[src/rtl/rr_arb_4_1_if.sv]
// Handshake bundle between four valid/ready sources, the round-robin arbiter
// and its downstream consumer. The arbiter uses the slave side.
interface rr_arb_4_1_if #(
  parameter int WIDTH = 4
);
  logic [3:0]       in_valid;
  logic [WIDTH-1:0] in_data0;
  logic [WIDTH-1:0] in_data1;
  logic [WIDTH-1:0] in_data2;
  logic [WIDTH-1:0] in_data3;
  logic [3:0]       in_ready;
  logic             out_valid;
  logic [WIDTH-1:0] out_data;
  logic [1:0]       sel;
  logic             out_ready;

  modport master (
    output in_valid, in_data0, in_data1, in_data2, in_data3, out_ready,
    input  in_ready, out_valid, out_data, sel
  );

  modport slave (
    input  in_valid, in_data0, in_data1, in_data2, in_data3, out_ready,
    output in_ready, out_valid, out_data, sel
  );
endinterface

[src/rtl/rr_arb_4_1.sv]
// Four-source round-robin arbiter feeding a one-entry output register.
// The most recently granted source gets lowest priority next time.
module rr_arb_4_1 #(
  parameter int WIDTH = 4
) (
  input logic          clk,
  input logic          rst_n,
  rr_arb_4_1_if.slave  bus
);

  logic             out_valid_q;
  logic [WIDTH-1:0] out_data_q;
  logic [1:0]       sel_q;
  logic [1:0]       last_q;

  logic             load;
  logic             grant_any;
  logic [1:0]       win;
  logic [1:0]       idx;
  logic [WIDTH-1:0] win_data;

  assign load = !out_valid_q || bus.out_ready;

  // Scan last+1 .. last+4 (the fourth step wraps back to last itself).
  always_comb begin
    grant_any = 1'b0;
    win       = 2'd0;
    idx       = 2'd0;
    for (int k = 1; k <= 4; k++) begin
      idx = last_q + k[1:0];
      if (!grant_any && bus.in_valid[idx]) begin
        grant_any = 1'b1;
        win       = idx;
      end
    end
  end

  always_comb begin
    win_data = bus.in_data0;
    case (win)
      2'd0: win_data = bus.in_data0;
      2'd1: win_data = bus.in_data1;
      2'd2: win_data = bus.in_data2;
      2'd3: win_data = bus.in_data3;
      default: win_data = bus.in_data0;
    endcase
  end

  assign bus.in_ready = (load && grant_any) ? (4'b0001 << win) : 4'b0000;

  // last resets to 3 so that source 0 is first in line after reset.
  always_ff @(posedge clk or negedge rst_n) begin
    if (!rst_n) begin
      out_valid_q <= 1'b0;
      out_data_q  <= '0;
      sel_q       <= 2'd0;
      last_q      <= 2'd3;
    end else if (load) begin
      if (grant_any) begin
        out_valid_q <= 1'b1;
        out_data_q  <= win_data;
        sel_q       <= win;
        last_q      <= win;
      end else begin
        out_valid_q <= 1'b0;
      end
    end
  end

  assign bus.out_valid = out_valid_q;
  assign bus.out_data  = out_data_q;
  assign bus.sel       = sel_q;

endmodule

[src/flat_wrapper.sv]
// flat-port wrapper written by rule: the top's interface ports become plain ports
module rr_arb_4_1_flat 
#(
  parameter int WIDTH = 4
)
  (clk, rst_n, bus_in_valid, bus_in_data0, bus_in_data1, bus_in_data2, bus_in_data3, bus_out_ready, bus_in_ready, bus_out_valid, bus_out_data, bus_sel);
  rr_arb_4_1_if #(.WIDTH(WIDTH)) bus_i ();
  input logic clk;
  input logic rst_n;
  input wire logic [$bits(bus_i.in_valid)-1:0] bus_in_valid;
  input wire logic [$bits(bus_i.in_data0)-1:0] bus_in_data0;
  input wire logic [$bits(bus_i.in_data1)-1:0] bus_in_data1;
  input wire logic [$bits(bus_i.in_data2)-1:0] bus_in_data2;
  input wire logic [$bits(bus_i.in_data3)-1:0] bus_in_data3;
  input wire logic [$bits(bus_i.out_ready)-1:0] bus_out_ready;
  output wire logic [$bits(bus_i.in_ready)-1:0] bus_in_ready;
  output wire logic [$bits(bus_i.out_valid)-1:0] bus_out_valid;
  output wire logic [$bits(bus_i.out_data)-1:0] bus_out_data;
  output wire logic [$bits(bus_i.sel)-1:0] bus_sel;
  assign bus_i.in_valid = bus_in_valid;
  assign bus_i.in_data0 = bus_in_data0;
  assign bus_i.in_data1 = bus_in_data1;
  assign bus_i.in_data2 = bus_in_data2;
  assign bus_i.in_data3 = bus_in_data3;
  assign bus_i.out_ready = bus_out_ready;
  assign bus_in_ready = bus_i.in_ready;
  assign bus_out_valid = bus_i.out_valid;
  assign bus_out_data = bus_i.out_data;
  assign bus_sel = bus_i.sel;
  rr_arb_4_1 #(.WIDTH(WIDTH)) u_core (.clk(clk), .rst_n(rst_n), .bus(bus_i));
endmodule
[config.mk]
export PLATFORM = sky130hd
export DESIGN_NAME = rr_arb_4_1_flat
export DESIGN_NICKNAME = d
export VERILOG_FILES = /design/src/rtl/rr_arb_4_1_if.sv /design/src/rtl/rr_arb_4_1.sv /design/src/flat_wrapper.sv
export SDC_FILE = /design/constraint.sdc
export NUM_CORES = 1
export LEC_CHECK = 0
export CAP_MARGIN = 30
export CORE_MARGIN = 1
export CORE_UTILIZATION = 32
export DETAILED_ROUTE_END_ITERATION = 12
export PLACE_DENSITY = 0.83
export SLEW_MARGIN = 20
export SYNTH_ARGS = -nofsm -noshare
export SYNTH_HDL_FRONTEND = slang
export SYNTH_SLANG_ARGS = --single-unit
export TNS_END_PERCENT = 1
[constraint.sdc]
create_clock -name clk -period 1.9 [get_ports clk]
set_clock_uncertainty 0.2 [all_clocks]
set_input_delay 0.38 -clock clk [delete_from_list [all_inputs] [get_ports clk]]
set_output_delay 0.38 -clock clk [all_outputs]
set_load 0.03 [all_outputs]
==> impl_results.md <==
- Critical path launch point type: register
- CP Capture Type: output pin
- DRT iter0 DRCs: 20
- Tcrit/Tclk final: 1.191
- DR vias: 663
- Core area: 0.001559 sq mm
- Max Clk Rate: 441.9 MHz
- Worst slew pin tran: 410.1 ps
- Slowest stage delay, CP: 600 ps
- Worst-path fanout max: 6
- Fill cells: 118
- Slew headroom: 0.7257
- Final ANT Viol Nets: 0
- Failing checks: DRC, setup timing
- Hold Fails Final Rpt: 0
- Sink Count: 9
- Hold Slack: 221.8 ps
- Reg clk slew, reported paths: 60 ps
- Crit path cell chain: mux2i_2 -> o221ai_2 -> buf_4 -> nor2_4 -> buf_6
- Detailed-route DRC error count: 4
- Post-Syn Area: 555.5 sq um
- Chip height: 43.67 um
- Final setup margin: -362.8 ps
- R2r startpoint: u_core.last_q[0]
- Vias/cell: 5.220
- Async set-reset flop share out of synthesis: 1.000
- Num CTS Buffers: 3
- Status: finished, violations left
- Min-Delay Path Class: input port to asynchronous set/reset pin
- Post-synthesis sequential area ratio: 0.4099
- WL final: 1945 um
- Crit Path Category: register to output pin
- Die width: 43.67 um
- Root buf cell: clkbuf_4
- TritonCTS clock tree: yes
- Gr ovfl total: 0
- Setup violations, final: 6
- Min Tclk post-route: 2263 ps
- Port buffer count: 33
- Vias in the first global route: 721
- Total track usage: 0.2370
- RR Endpoint: u_core.bus.out_data[0]
- Synth-to-Final Area Change: 105.2%
- RSZ-0062 raised after global routing: yes
- Distinct cells, synth: 19
- H-tree levels: 1
- Leak pwr: 0.4919 nW
- Std cell rows: 14
- CTS max path bufs: 2
- Wire per inst: 15.31 um
- Largest net degree at the start of global routing: 10
- First-pass GRT wire length: 3318 um
- PwrDens: 872.8 mW/mm^2
- Initial core utilization: 0.3563
- Gpl congestion: 0.8420
- DIE AREA: 0.001907 sq mm
- Critical Path RT: 1320 ps
- Worst vdd ir: 0.6145 mV
- Layout cells sized above 1: 0.4054
- EDFF count, synth: 0
- Syn avg cell area: 9.259 sq um
- Design Area, Final: 0.001140 sq mm
- NumNets Final: 135
- Yosys warnings: 0
- N_diodes: 0
- Worst path slowest cell: dfstp_2
- Syn_nets: 83
- Num ports: 34
- MaxCap Viol Count: 0
- Synthesized instance count: 60
- Cells on worst reg2reg path: 8
- Reg2Reg Setup Slack: -20 ps
- Slew Viols, Final: 0
- Placed Area: 0.001036 sq mm
- Tot Pwr: 0.0009949 W
- Synthesized flop and latch total: 9
- Drt pass-1 iters: 8
- Arr. time, crit path: 1680 ps
- Clk_lat worst skew: 250 ps
- Initial antenna violation count: 0
- HPWL after detailed placement: 1494 um
- Ys flop type: dfrtp_1
-- logic make-up after synthesis --
group | synth area share
AOI/OAI and AO/OA | 0.1577
muxes | 0.1622
and+or+nand+nor | 0.2433
DFF | 0.4099
buffers and inverters | 0.02702
-- what timing repair did --
action / CTS / global route
pin swaps: 7 / 2
setup buffers: 1 / 0
resized for setup: 18 / 5
hold buffers: 0 / 0
endpoints found under the setup margin: 11 / 11
endpoints found under the hold margin: 0 / 0
-- final cells by class --
cell class,instances,area [sq um],area share
tap,16,20.02,0.01756
multi-input combinational,49,407.9,0.3578
clock buffer,4,26.28,0.02305
inverter,1,3.754,0.003293
timing repair buffer,48,454.2,0.3985
sequential,9,227.7,0.1998
-- per-stage QoR --
step                      setup TNS (ps)    util  setup WS (ps)  instances
after floorplan                   -498.0       -         -148.9         60
after global placement             -5586  0.6645         -588.4        122
after detailed placement           -6180  0.6645         -642.0        122
after CTS                          -1414  0.7263         -346.1        127
after global routing               -2007  0.7311         -426.5        127
final                              -1416  0.7311         -362.8        127
-- worst max-delay path, delay by kind of cell (launching register included) --
kind            cells  cell delay, ps
mux                 1             270
simple gates        1              80
buf+inv             2             310
flops               1             600
compound gates      1             160
-- cell usage after synthesis, types with 2 or more instances --
master,count,share of area
dfstp_2,2,0.095
a21oi_1,2,0.018
o21ai_1,2,0.018
nand2_1,7,0.047
mux2i_1,9,0.16
a221oi_1,4,0.063
and2b_2,2,0.032
nor3_1,2,0.018
dfrtp_1,7,0.32
nand2b_1,2,0.023
nor2_1,13,0.088
-- routing by layer --
metal / up-vias / wire length [um] / track usage
li1: 319 / - / -
met1: 323 / 751 / 0.2827
met2: 19 / 1103 / 0.4328
met3: 2 / 69 / 0.008333
met4: 0 / 19 / 0.1125
met5: - / 0 / 0
-- cell usage in the layout (no fill, tap or decap) --
cell type and instances:
buf_4 14, clkbuf_4 3, nor2_1 10, a221oi_2 3, a211oi_2 1, o221ai_2 1, mux2i_2 2, dlymetal6s2s_1 1
nand2_2 1, dlygate4sd2_1 3, mux2i_1 7, a21oi_2 1, nor3_4 1, clkbuf_2 1, buf_12 1, o221a_2 1
or2_4 1, a221oi_1 1, nand2_1 6, clkbuf_1 1, nor4_4 1, dfrtp_1 7, and2b_2 2, dfstp_2 2
clkdlybuf4s50_1 24, nor2_4 2, a21oi_1 1, o21ai_1 2, nor2_2 1, nand2b_1 2, nor3b_2 1, nor3_2 1
buf_6 4, inv_1 1
-- how the worst max path moves through the flow --
stage	start	to	slack, ps	cells after the start
2_1_floorplan	u_core.last_q[0]	bus_in_ready[2]	-150	6
3_3_place_gp	bus_in_valid[0]	bus_in_ready[2]	-590	7
3_5_place_dp	bus_in_valid[0]	bus_in_ready[2]	-640	7
4_1_cts	bus_in_valid[0]	bus_in_ready[1]	-350	6
5_1_grt	u_core.last_q[1]	bus_in_ready[2]	-430	5
6_report	u_core.last_q[1]	bus_in_ready[2]	-360	5
-- flip-flops by register name, indices dropped and copies added (netlist names) --
signal                flops
u_core.bus.sel            2
u_core.bus.out_data       4
u_core.bus.out_valid      1
u_core.last_q             2
-- power by group --
part | leakage (nW) | internal [W] | switching (W)
sequential | 0.0976 | 0.000243 | 0.0000325
combinational | 0.379 | 0.000287 | 0.000286
clock | 0.0150 | 0.0000808 | 0.0000647
Note: power is estimated with default switching activity, not from simulation.
